[config.mk]
export PLATFORM = sky130hd
export DESIGN_NAME = apb_mem_slave
export DESIGN_NICKNAME = d
export VERILOG_FILES = /design/src/rtl/apb_mem_slave.sv
export SDC_FILE = /design/constraint.sdc
export NUM_CORES = 2
export LEC_CHECK = 0
export BUFFER_PORTS_ARGS = -buffer_cell sky130_fd_sc_hd__buf_2
export CAP_MARGIN = 0
export CORE_UTILIZATION = 57
export DETAILED_ROUTE_END_ITERATION = 12
export PLACE_DENSITY = 0.75
export SETUP_SLACK_MARGIN = 0.3
export SYNTH_ARGS = -nofsm -noshare
export SYNTH_HDL_FRONTEND = slang
export SYNTH_SLANG_ARGS = --single-unit
[constraint.sdc]
create_clock -name PCLK -period 2 [get_ports PCLK]
set_input_delay 0.3 -clock PCLK [delete_from_list [all_inputs] [get_ports PCLK]]
set_output_delay 0.3 -clock PCLK [all_outputs]
set_load 0.005 [all_outputs]
[src/rtl/apb_mem_slave.sv]
// APB4 memory-backed slave with byte strobes, wait states and PSLVERR.
// Wait states come from a fixed count or from a 16-bit Fibonacci LFSR.
module apb_mem_slave #(
  parameter int          ADDR_WIDTH  = 16,
  parameter int          DATA_WIDTH  = 16,
  parameter int          DEPTH       = 128,
  parameter int          WAIT_MODE   = 0,
  parameter int          WAIT_CYCLES = 0,
  parameter int          MAX_WAIT    = 3,
  parameter logic [15:0] LFSR_SEED   = 16'hACE1
) (
  input  logic                    PCLK,
  input  logic                    PRESETn,
  input  logic                    PSEL,
  input  logic                    PENABLE,
  input  logic                    PWRITE,
  input  logic [ADDR_WIDTH-1:0]   PADDR,
  input  logic [DATA_WIDTH-1:0]   PWDATA,
  input  logic [DATA_WIDTH/8-1:0] PSTRB,
  output logic [DATA_WIDTH-1:0]   PRDATA,
  output logic                    PREADY,
  output logic                    PSLVERR
);

  localparam int STRB_W   = DATA_WIDTH / 8;
  localparam int BYTE_LSB = (STRB_W > 1) ? $clog2(STRB_W) : 0;
  localparam int IDX_W    = ADDR_WIDTH - BYTE_LSB;
  localparam int AW       = (DEPTH > 1) ? $clog2(DEPTH) : 1;

  typedef enum logic [1:0] {
    IDLE,
    ACCESS,
    RESP
  } state_e;

  state_e                state_q, state_d;
  logic [3:0]            cnt_q, cnt_d;
  logic [15:0]           lfsr_q, lfsr_d;
  logic [DATA_WIDTH-1:0] rdata_q, rdata_d;
  logic                  slverr_q, slverr_d;
  logic [DATA_WIDTH-1:0] mem_q [DEPTH];

  logic [IDX_W-1:0] idx;
  logic [AW-1:0]    widx;
  logic             in_range;
  logic             setup;
  logic             commit;
  logic             start;
  logic             done;
  logic             lfsr_fb;
  logic [3:0]       wait_n;

  assign idx      = PADDR[ADDR_WIDTH-1:BYTE_LSB];
  assign widx     = idx[AW-1:0];
  assign in_range = (32'(idx) < 32'(DEPTH));
  assign setup    = PSEL & ~PENABLE;
  assign lfsr_fb  = lfsr_q[15] ^ lfsr_q[13] ^ lfsr_q[12] ^ lfsr_q[10];

  assign wait_n = (WAIT_MODE == 0) ? 4'(WAIT_CYCLES)
                : 4'({1'b0, lfsr_q[3:0]} % 5'(MAX_WAIT + 1));

  assign PREADY  = (state_q == RESP);
  assign PSLVERR = slverr_q;
  assign PRDATA  = rdata_q;
  assign commit  = PREADY & PSEL & PENABLE & PWRITE & in_range;

  if (BYTE_LSB > 0) begin : g_lsb
    logic unused_lsb;
    assign unused_lsb = ^PADDR[BYTE_LSB-1:0];
  end

  always_comb begin
    state_d  = state_q;
    cnt_d    = cnt_q;
    lfsr_d   = lfsr_q;
    rdata_d  = rdata_q;
    slverr_d = 1'b0;
    start    = 1'b0;
    done     = 1'b0;
    unique case (state_q)
      IDLE: start = setup;
      ACCESS: begin
        if (!PSEL) begin
          state_d = IDLE;
        end else if (cnt_q <= 4'd1) begin
          done = 1'b1;
        end else begin
          cnt_d = cnt_q - 4'd1;
        end
      end
      RESP: begin
        state_d = IDLE;
        start   = setup;
      end
      default: state_d = IDLE;
    endcase
    // N is sampled from the pre-advance LFSR value
    if (start) begin
      lfsr_d  = {lfsr_q[14:0], lfsr_fb};
      cnt_d   = wait_n;
      state_d = ACCESS;
      if (wait_n == 4'd0) done = 1'b1;
    end
    if (done) begin
      state_d  = RESP;
      cnt_d    = 4'd0;
      slverr_d = ~in_range;
      if (!PWRITE) rdata_d = in_range ? mem_q[widx] : '0;
    end
  end

  always_ff @(posedge PCLK or negedge PRESETn) begin
    if (!PRESETn) begin
      state_q  <= IDLE;
      cnt_q    <= '0;
      lfsr_q   <= LFSR_SEED;
      rdata_q  <= '0;
      slverr_q <= 1'b0;
    end else begin
      state_q  <= state_d;
      cnt_q    <= cnt_d;
      lfsr_q   <= lfsr_d;
      rdata_q  <= rdata_d;
      slverr_q <= slverr_d;
    end
  end

  // Storage survives reset; commit is gated by the reset-cleared state
  always_ff @(posedge PCLK) begin
    if (commit) begin
      for (int i = 0; i < STRB_W; i++) begin
        if (PSTRB[i]) mem_q[widx][8*i +: 8] <= PWDATA[8*i +: 8];
      end
    end
  end

endmodule

==> results.md <==
- Vias: 46600
- RSZ-0062 raised after global routing: yes
- Die W: 378 um
- Total track usage: 28.5%
- CTS tree: built
- Final Hold Fails: 0
- WL per Instance: 27.9 um
- R2r startpoint: state_q[0]
- ANT nets after route: 0
- CP arrival: 2.70 ns
- Status: finished, violations left
- Max_slew headroom: 46.5%
- WS Path Type: register to register
- Leak pwr: 34.1 nW
- Gate Count Post-Synth: 4622
- Ys async rst share: 1.11%
- Leading area contributor after synthesis: edfxtp_1
- Unique cell type count in the Yosys netlist: 34
- Placed cell areas: 0.0901 mm^2
- Yosys Warn Count: 0
- Worst setup EP type: register
- Req. time, crit path: 2.51 ns
- Drt pass-1 iters: 5
- Synth Area per Inst: 17.4 um^2
- Vias in the first global route: 45600
- Reg2reg end: mem_q[107][2]
- Core Rows: 137
- Post-route setup slack: -0.195 ns
- M2 GR Usage: 45.3%
- CTS root buffer: clkbuf_16
- HPWL Detailed: 129000 um
- Cell with the most instances after synthesis: edfxtp_1
- Most Crowded Layer GR: met2
- TritonCTS Sinks: 2071
- Peak VDD IR: 0.000941 V
- Layout cell share with drive strength beyond 1: 24.7%
- Area Growth Syn to Fin: 22.4%
- Worst-path cell with the longest stage delay: dfrtp_1
- Initial antenna violation count: 9
- Period Utilization, post-route: 110%
- Flops & latches, synth: 2071
- Worst-case clock buffer depth: 3
- Slowest Stage Delay on Critical Path: 0.41 ns
- Syn Nets: 4663
- Final instance area: 0.0985 mm^2
- I/O Buffers: 55
- Largest net degree at the start of global routing: 129
- FF-to-FF path depth: 8
- DR DRC count: 0
- Grt met3 use: 5.69%
- Io pins: 57
- Drt initial violations: 5256
- Most frequent cells after synthesis: edfxtp_1, mux2i_1, o22ai_1
- Dominant synthesized flop cell: edfxtp_1
- Clk_skew: 0.0224 ns
- First-pass GRT wire length: 296000 um
- GRT overflow: 0
- Die Y: 378 um
- Sequential share of the synthesized area: 77.1%
- Synth Cell Area: 0.0805 mm^2
- Peak Freq: 0.456 GHz
- WL final: 205000 um
- Number of enable flip-flop cells after synthesis: 2048
- Worst Tran Pin Value: 0.793 ns
- Pins Over Slew Limit: 0
- Final Critical Period: 2.19 ns
- Total of max-cap violations: 0
- NumNets Final: 5352
- Num CTS Buffers: 193
- Failing checks: setup timing
- H-tree depth reported by CTS: 4
- Vias/cell: 6.34
- R2R setup slack: -0.19 ns
- Clock-pin slew on the worst setup and hold paths: 0.06 ns
- Total Power: 88.7 mW
- Die ar.: 0.143 mm^2
- RePlAce Congestion: 0.915
- Synth area leaders: edfxtp_1, mux2i_1, o22ai_1, o21ai_0, nor2_1
- Starting density of the core: 57.6%
- Most frequent CP cell: nor2_4
- Yosys top cell area share: 76.4%
- CP Cell Sequence: nor2b_4, nand4_1, buf_6, nor2_4, and2_4, nand2_4, clkbuf_16, nor2_4
- Clk_lat worst skew: 0.83 ns
- Met1 GRT Util: 39.7%
- Setup crit start kind: register
- HP Class: primary input to asynchronous set/reset pin
- Pwr Density: 900 mW/mm^2
- Final Setup Violations: 2055
- Core ar.: 0.140 mm^2
- Worst-path fanout max: 8
[per-layer routing]
layer	part of all wire [%]	up-vias
met2	48	2518
met4	3.4	4
met5	0.0078	-
met1	38	23700
li1	-	20000
met3	11	420
[worst max-delay path by stage]
stage	startpoint	end	slack, ns	cells past startpoint
final	state_q[0]	mem_q[107][2]	-0.19	8
after detailed placement	PADDR[1]	PRDATA[5]	-0.88	11
after floorplan	PADDR[6]	mem_q[43][0]	-0.05	5
after global placement	PADDR[1]	PRDATA[7]	-0.84	11
after CTS	state_q[0]	mem_q[40][10]	-0.17	9
after global routing	state_q[0]	mem_q[55][15]	-0.23	8
[power breakdown]
part           internal, mW  total, mW  switching (mW)
sequential             47.7       47.7         0.00480
combinational          1.89       4.95            3.06
clock                  20.4       36.1            15.7
total                  69.9       88.7            18.8
[area by class of cell]
| class | instances | area, um^2 |
|---|---|---|
| sequential | 2071 | 62100 |
| fill | 8338 | 41300 |
| multi-input combinational | 2248 | 19100 |
| timing repair buffer | 793 | 8780 |
| clock buffer | 238 | 5160 |
| tap | 1876 | 2350 |
| clock inverter | 120 | 1040 |
| inverter | 4 | 15.0 |
| antenna | 4 | 10.0 |
[sequential cells by signal, indices dropped and copies added (netlist names)]
| register | flops |
|---|---|
| PRDATA | 16 |
| PSLVERR | 1 |
| cnt_q | 4 |
| mem_q | 2048 |
| state_q | 2 |
[cells by family after synthesis]
logic type / share of synthesized area (%)
compound gates: 6.44
mux: 12.7
flops: 77.1
buf+inv: 1.86
fa+ha+maj: 0.0311
simple gates: 1.85
[critical path: cells and delay by family, from the launching register on]
kind / cells / cell delay (ns)
flops: 1 / 0.41
buf+inv: 2 / 0.42
simple gates: 6 / 1.04
[what timing repair did]
item / 4_1_cts / 5_1_grt
endpoints found under the setup margin: 2082 / 2083
cloned: 2 / 2
setup buffers: 26 / 19
endpoints found under the hold margin: 326 / 0
hold buffers: 17 / 0
resized for setup: 189 / 138
pin swaps: 56 / 48
[layout by cell type, fill, tap and decap left out, types with 5 or more instances in the layout]
master / instances
nor2_1: 20
buf_4: 436
clkbuf_1: 34
o22ai_1: 512
o21ai_0: 233
nor4_1: 14
nor2b_4: 5
clkbuf_8: 6
a41oi_1: 62
nand2_2: 5
clkbuf_16: 200
o21ai_1: 41
bufinv_16: 16
buf_2: 38
mux2i_1: 1024
nand2_1: 26
edfxtp_1: 2048
dfrtp_1: 23
nand2_4: 10
buf_12: 186
buf_8: 6
buf_6: 104
nor2_2: 23
clkinvlp_4: 5
clkinv_1: 47
nand2_8: 8
nor2_4: 221
clkinv_2: 41
dlygate4sd3_1: 17
clkinv_8: 5
[stage by stage]
step	utilization (%)	instances	TNS [ns]	hold slack (ns)	worst slack [ns]
3_3_place_gp	64.4	6926	-877.53	0.300	-0.841
6_report	70.4	7354	-252.92	0.0621	-0.195
4_1_cts	69.8	7329	-164.86	0.0169	-0.167
2_1_floorplan	-	4622	-12.74	0.00441	-0.0487
3_5_place_dp	64.4	6926	-977.29	0.293	-0.881
5_1_grt	70.4	7352	-321.35	0.0365	-0.226
No activity file was read; power rests on OpenSTA's default activity.
